$ cat config.mk
export PLATFORM = sky130hd
export DESIGN_NAME = bin_to_bcd
export DESIGN_NICKNAME = d
export VERILOG_FILES = /design/src/rtl/bin_to_bcd.sv
export SDC_FILE = /design/constraint.sdc
export NUM_CORES = 1
export LEC_CHECK = 0
export BUFFER_PORTS_ARGS = -buffer_cell sky130_fd_sc_hd__buf_2
export CAP_MARGIN = 10
export CORE_MARGIN = 2
export CORE_UTILIZATION = 54
export CTS_BUF_LIST = sky130_fd_sc_hd__clkbuf_8
export DETAILED_ROUTE_END_ITERATION = 8
export PLACE_DENSITY_LB_ADDON = 0.3
export REMOVE_ABC_BUFFERS = 1
export SETUP_SLACK_MARGIN = 0.05
export SLEW_MARGIN = 0
export SYNTH_ARGS = -nofsm -noshare
export SYNTH_HDL_FRONTEND = slang
export SYNTH_SLANG_ARGS = --single-unit
$ cat constraint.sdc
create_clock -name uclk -period 1.65 [get_ports uclk]
set_input_delay 0.33 -clock uclk [delete_from_list [all_inputs] [get_ports uclk]]
set_output_delay 0.33 -clock uclk [all_outputs]
set_load 0.05 [all_outputs]
$ cat src/rtl/bin_to_bcd.sv
// Sequential double-dabble binary-to-BCD converter, one input bit per clock.
// Optional two's-complement input: the magnitude is converted and the sign reported separately.
module bin_to_bcd #(
  parameter int WIDTH  = 32,
  parameter int DIGITS = 10
) (
  input  logic                  uclk,
  input  logic                  rst_n,
  input  logic [WIDTH-1:0]      in_value,
  input  logic                  in_signed,
  input  logic                  in_vld,
  output logic                  in_rdy,
  output logic                  busy,
  output logic [4*DIGITS-1:0]   out_bcd,
  output logic                  out_neg,
  output logic [3:0]            out_ndigits,
  output logic                  out_vld,
  output logic [1:0]            dbg_state
);

  localparam int CW = (WIDTH > 1) ? $clog2(WIDTH) : 1;

  // Handshake: a request is taken on a rising edge where in_vld && in_rdy;
  // in_rdy is high only in IDLE, so requests during SHIFT/DONE are dropped, not queued.
  typedef enum logic [1:0] {
    IDLE  = 2'd0,
    SHIFT = 2'd1,
    DONE  = 2'd2
  } state_t;

  state_t               state, state_next;
  logic [WIDTH-1:0]     mag;
  logic [4*DIGITS-1:0]  bcd;
  logic [4*DIGITS-1:0]  bcd_adj;
  logic [CW-1:0]        cnt;
  logic                 sign;
  logic                 accept;
  logic                 in_neg;
  logic [WIDTH-1:0]     in_mag;
  logic [3:0]           ndigits;

  assign in_rdy    = (state == IDLE);
  assign busy      = (state != IDLE);
  assign dbg_state = state;
  assign accept    = in_vld && (state == IDLE);
  assign in_neg    = in_signed & in_value[WIDTH-1];
  // The most negative value negates to itself, which read as unsigned is the correct magnitude.
  assign in_mag    = in_neg ? (~in_value + WIDTH'(1)) : in_value;

  always_ff @(posedge uclk or negedge rst_n) begin
    if (!rst_n) state <= IDLE;
    else        state <= state_next;
  end

  always_comb begin
    state_next = state;
    case (state)
      IDLE:    if (accept) state_next = SHIFT;
      SHIFT:   if (cnt == '0) state_next = DONE;
      DONE:    state_next = IDLE;
      default: state_next = IDLE;
    endcase
  end

  always_comb begin
    bcd_adj = bcd;
    for (int i = 0; i < DIGITS; i++) begin
      if (bcd[4*i +: 4] >= 4'd5) bcd_adj[4*i +: 4] = bcd[4*i +: 4] + 4'd3;
    end
  end

  always_comb begin
    ndigits = 4'd1;
    for (int i = 0; i < DIGITS; i++) begin
      if (bcd[4*i +: 4] != 4'd0) ndigits = 4'(i + 1);
    end
  end

  always_ff @(posedge uclk or negedge rst_n) begin
    if (!rst_n) begin
      mag         <= '0;
      bcd         <= '0;
      cnt         <= '0;
      sign        <= 1'b0;
      out_bcd     <= '0;
      out_neg     <= 1'b0;
      out_ndigits <= 4'd0;
      out_vld     <= 1'b0;
    end else begin
      out_vld <= 1'b0;
      case (state)
        IDLE: begin
          if (accept) begin
            sign <= in_neg;
            mag  <= in_mag;
            bcd  <= '0;
            cnt  <= CW'(WIDTH - 1);
          end
        end
        SHIFT: begin
          bcd <= {bcd_adj[4*DIGITS-2:0], mag[WIDTH-1]};
          mag <= {mag[WIDTH-2:0], 1'b0};
          cnt <= cnt - CW'(1);
        end
        DONE: begin
          out_bcd     <= bcd;
          out_neg     <= sign;
          out_ndigits <= ndigits;
          out_vld     <= 1'b1;
        end
        default: ;
      endcase
    end
  end

endmodule

# [Word level (Yosys, flattened, before mapping)]
# Index checks and enable logic that the tools add are counted.
[totals] ff_bits=126 in_bits=36 out_inout_bits=50 word_cells=84
[op_classes] addsub=12 order_cmp=10 eq_ne=4 n_mux=30 bitwise=2 n_reduce_logical=17
[op_table] cell="case mux 40 bit (2 select lines)" count=1
[op_table] cell="2-to-1 mux 4 bit" count=17
[op_table] cell="2-to-1 mux 32 bit" count=2
[op_table] cell="case mux 32 bit (2 select lines)" count=1
[op_table] cell=">= comparator 4 x 3 -> 1 bit, second input constant" count=10
[op_table] cell="2-to-1 mux 40 bit" count=1
[op_table] cell="adder 4 x 2 -> 4 bit, second input constant" count=9
[op_table] cell="nonzero test 4 bit" count=9
[op_table] cell="adder 32 x 1 -> 32 bit, second input constant" count=1
[op_table] cell="inverter 32 bit" count=1
[op_table] cell="case mux 5 bit (2 select lines)" count=1
[op_table] cell="2-to-1 mux 2 bit" count=3
[op_table] cell="AND reduction 2 bit" count=3
[op_table] cell="logical NOT 5 bit" count=1
[op_table] cell="2-to-1 mux 5 bit" count=1
[op_table] cell="subtractor 5 x 1 -> 5 bit, second input constant" count=1
[op_table] cell="case mux 2 bit (2 select lines)" count=1
[op_table] cell="nonzero test 2 bit" count=2
[op_table] cell="adder 3 x 2 -> 3 bit, second input constant" count=1
[op_table] cell="2-to-1 mux 3 bit" count=1
[op_table] cell="== test 2 x 1 -> 1 bit, second input constant" count=1
[op_table] cell="== test 2 bit, second input constant" count=1
[op_table] cell="logical NOT 2 bit" count=1
[op_table] cell="inequality test 2 x 1 -> 1 bit, second input constant" count=1
[op_table] cell="other kinds (4)" count=4

# [Longest topological paths before layout]
[depth] depth_word=10 mapped_depth=8 ltp_nobuf=7

# [Worst setup path after synthesis]
# Ideal clock, no wire load.
[synth_path] path_type="flip-flop to flip-flop" start="register state[1] (netlist: dbg_state[1])" end="register bcd[11]" setup_ps=122 arrival_ps=2334 t_required_ps=1528 path_slack_ps=-805 path_stages_with_launch=7 n_path_buf=1 period_less_slack_ps=2455 cell_sequence="dfrtp_1 > nor2_1 > nand2_1 > nand2_1 > clkbuf_1 > o31ai_1 > a32o_1"
[synth_via] elab_chain_len=4 word_cells_on_any_way=7 cone_classes="eq/ne: 2; mux: 1; reduce/logical: 4"
[synth_lines] item="from (decl)" line="31" rtl="state_t state, state_next;"
[synth_lines] item="from (signal assigned)" line="52" rtl="else state <= state_next;"
[synth_lines] item="logical NOT 2 bit (*)"
[synth_lines] item="net in_rdy" line="12" rtl="output logic in_rdy,"
[synth_lines] item="logical AND 1 bit" line="45" rtl="assign accept = in_vld && (state == IDLE);"
[synth_lines] item="inequality test 2 x 1 -> 1 bit (no source line)"
[synth_lines] item="AND reduction 2 bit (no source line)"
[synth_lines] item="to (signal assigned)" line="101" rtl="bcd <= {bcd_adj[4*DIGITS-2:0], mag[WIDTH-1]};"
[synth_lines] item="to (decl)" line="33" rtl="logic [4*DIGITS-1:0] bcd;"
# The timed path passes the listed nets; every way through them passes the cells marked *.
# A chain may end at the register's enable or synchronous reset.

# [Worst setup path after layout]
[layout_path] start="register state[1] (netlist: dbg_state[1])" end="output port busy"
[layout_via] elab_chain_len=1
[layout_lines] item="nonzero test 2 bit" line="43" rtl="assign busy = (state != IDLE);"
[layout_lines] item="to (decl)" line="13" rtl="output logic busy,"
# No other way between the ends.

==> summary.txt <==
Timing
  – Measured slew at the worst slew-check pin: 552 ps
  – Period Utilization, post-route: 104%
  – Slew HR: 63.2%
  – Max Slew Vio Count: 0
  – Final worst-path setup slack: -72.8 ps
  – Final Hold Viols: 0
  – Crit path time final: 1720 ps
  – Final setup fails: 8
  – RSZ-0062 raised after global routing: yes
  – Final hold slack: 147 ps
  – Clk_skew: 8.96 ps
  – Fmax achieved: 580 MHz

Synth
  – Mean post-synth cell area: 9.57 sq um
  – #FFs+latches synth: 126
  – Synth warn: 0
  – Synth area leader: dfrtp_1
  – Post-synth top flop: dfrtp_1
  – Syn Inst Count: 677
  – Top cells by area, synth: dfrtp_1, nand2_1, o21ai_0
  – Post-synth EDFFs: 0
  – Post-Syn Area: 6480 sq um
  – Top cell type's share of synthesized area: 48.7%
  – Asr flop ratio synth: 100%
  – Synth cell types: 57
  – Sequential area share after synthesis: 48.7%

Worst hold path
  – Hold WC Path Type: in -> reg
  – Worst hold stages: 3
  – Min-delay src: in_value[0]

Global route
  – Number of global-route vias before repair: 5932
  – Largest net degree at the start of global routing: 82
  – Met1 Usage GRT: 34.1%
  – Total grt overflow: 0
  – M3 GR Usage: 6.85%
  – Busiest layer in global routing: met2
  – GR Util met2: 47.1%
  – Gr usage total: 27.9%
  – First-pass GRT wire length: 28300 um
  – Initial antenna violation count: 0

Clocking
  – Clock buffer count from CTS: 17
  – Clock transition at path regs: 80 ps
  – Clock sinks: 126
  – H-tree Lvls: 4
  – Clk_lat worst skew: 450 ps
  – Clock tree from TritonCTS: built
  – Clock root cell: clkbuf_8
  – CTS max path bufs: 2

Flow run
  – Max_cap viols: 0

Detailed routing
  – Pre-antenna DRT Iters: 7
  – Vias/cell: 5.96
  – Routed wire length: 18300 um
  – # DRC: 0
  – Initial detailed-routing violation count: 630
  – Number of routed nets with antenna violations: 0
  – Via count: 6101
  – Wire per inst: 17.9 um

Worst setup path
  – Worst path max stage delay: 410 ps
  – Critical path arrival: 1390 ps
  – Crit-path cells: buf_6, nor2_4, buf_6, inv_2, buf_6
  – R2R cell count: 6
  – Top delay family on crit path: buffers and inverters
  – Worst path depth: 5
  – Buffer and inverter count on the worst path: 4
  – Setup Crit Path Kind: reg -> out
  – Slowest cell on the critical path: dfrtp_1
  – Worst Setup End Kind: output port
  – Worst EP required: 1320 ps
  – Startpoint types: flip-flop
  – Most used cell along the critical path: buf_6
  – CP Max Fanout: 2
  – CP Launch Point: dbg_state[1]$_DFFE_PN0P_
  – Worst r2r src: dbg_state[1]$_DFFE_PN0P_

Floorplan
  – Die Wd: 114 um
  – I/O pins: 86
  – Initial Utilization: 54.6%
  – Die Y: 114 um
  – DIE AREA: 12900 sq um
  – Core area: 11900 sq um
  – Rows: 40

Place
  – Port Buffers: 85
  – Post-DP HPWL: 11500 um
  – GPL Wtd Cong: 0.931
  – DP Cell Count: 968
  – DP Area: 7710 sq um

Power
  – Power Dens Cells: 1740 nW/um^2
  – Peak supply drop: 0.000873 V
  – Pleak: 4.11 nW

Finish
  – Antenna Diode Count: 0
  – Design Area, Final: 8760 sq um
  – Final net count: 922
  – Layout cells sized above 1: 34.8%
  – Commonest non-fill, non-tap cell in the layout: dfrtp_1
  – Final Non-Filler Cells: 1023
  – Area grow syn2layout: 35.3%
  – Most frequent cells in the layout: dfrtp_1, nand2_1, buf_4

Status
  – Status: finished, violations left
  – Failing checks: setup timing
## power breakdown
group          switching, mW  internal [mW]
combinational           4.16           3.24
sequential             0.902           4.08
clock                   1.33           1.52
total                   6.39           8.84
## worst min-delay path: stages
cell	delay [ps]
buf_6	100
inv_4	50
o21ai_0	80
## cells by family (layout without fill, tap and decap cells)
logic type / count (synthesis) / after routing / share of synthesized area (%)
flops: 126 / 126 / 48.7
xor+xnor: 32 / 32 / 4.33
compound gates: 194 / 194 / 19.8
mux: 7 / 7 / 1.08
buf+inv: 64 / 260 / 4.29
fa+ha+maj: 23 / 23 / 4.44
simple gates: 231 / 234 / 17.4
## layer usage
layer	routed length, um	share of wire [%]
met1	7360	40
met4	643	3.5
met5	0	0
met2	9140	50
met3	1130	6.2
## synth_stat cells, types with 5 or more instances
master / number
buf_1: 7
a222oi_1: 15
a22oi_1: 13
dfrtp_1: 126
nand2b_1: 13
o32ai_1: 9
o21ai_0: 66
nand2_1: 115
nand4_1: 5
o31ai_1: 15
xor2_1: 17
o22ai_1: 11
mux2i_1: 7
a31oi_1: 5
a21oi_1: 30
nor4_1: 8
clkbuf_1: 23
nor2_1: 41
nor3_1: 8
xnor2_1: 15
a32o_1: 10
inv_1: 27
ha_1: 23
nand3_1: 11
## metrics by stage
| step | setup WS, ps | power [mW] | utilization [%] | setup TNS, ps |
|---|---|---|---|---|
| 3_3_place_gp | -475 | 10.4 | 65.0 | -12110 |
| 5_1_grt | -133 | 16.1 | 73.9 | -1690 |
| 3_5_place_dp | -560 | 10.8 | 65.0 | -14470 |
| 6_report | -72.8 | 15.2 | 73.9 | -316 |
| 2_1_floorplan | -2500 | 8.65 | - | -184720 |
| 4_1_cts | -53.2 | 14.3 | 71.1 | -79.6 |
## what timing repair did
item	4_1_cts	5_1_grt
resized for setup	46	67
hold buffers	1	0
pin swaps	13	18
endpoints found under the hold margin	83	0
endpoints found under the setup margin	58	89
cloned	2	2
setup buffers	12	6
## cell type report
class | instances | area (sq um)
timing repair buffer | 201 | 1510
inverter | 27 | 106
sequential | 126 | 3150
tap | 147 | 184
multi-input combinational | 490 | 3390
fill | 800 | 3100
clock buffer | 17 | 234
clock inverter | 15 | 186
## state kept, by name, indices dropped and copies added, names as in the netlist
signal       cells
out_bcd         40
bcd             40
mag             32
out_neg          1
out_ndigits      4
out_vld          1
dbg_state        2
cnt              5
sign             1
## final timing paths
path	endpoint	slack (ps)
min reg2reg	out_bcd[2]$_DFFE_PN0P_	470
min	mag[0]$_DFFE_PN0P_	150
min in group asynchronous	out_bcd[27]$_DFFE_PN0P_	440
max reg2reg	bcd[7]$_DFFE_PN0P_	-50
max	busy	-70
max in group asynchronous	out_bcd[3]$_DFFE_PN0P_	740
Note: power is estimated with default switching activity, not from simulation.
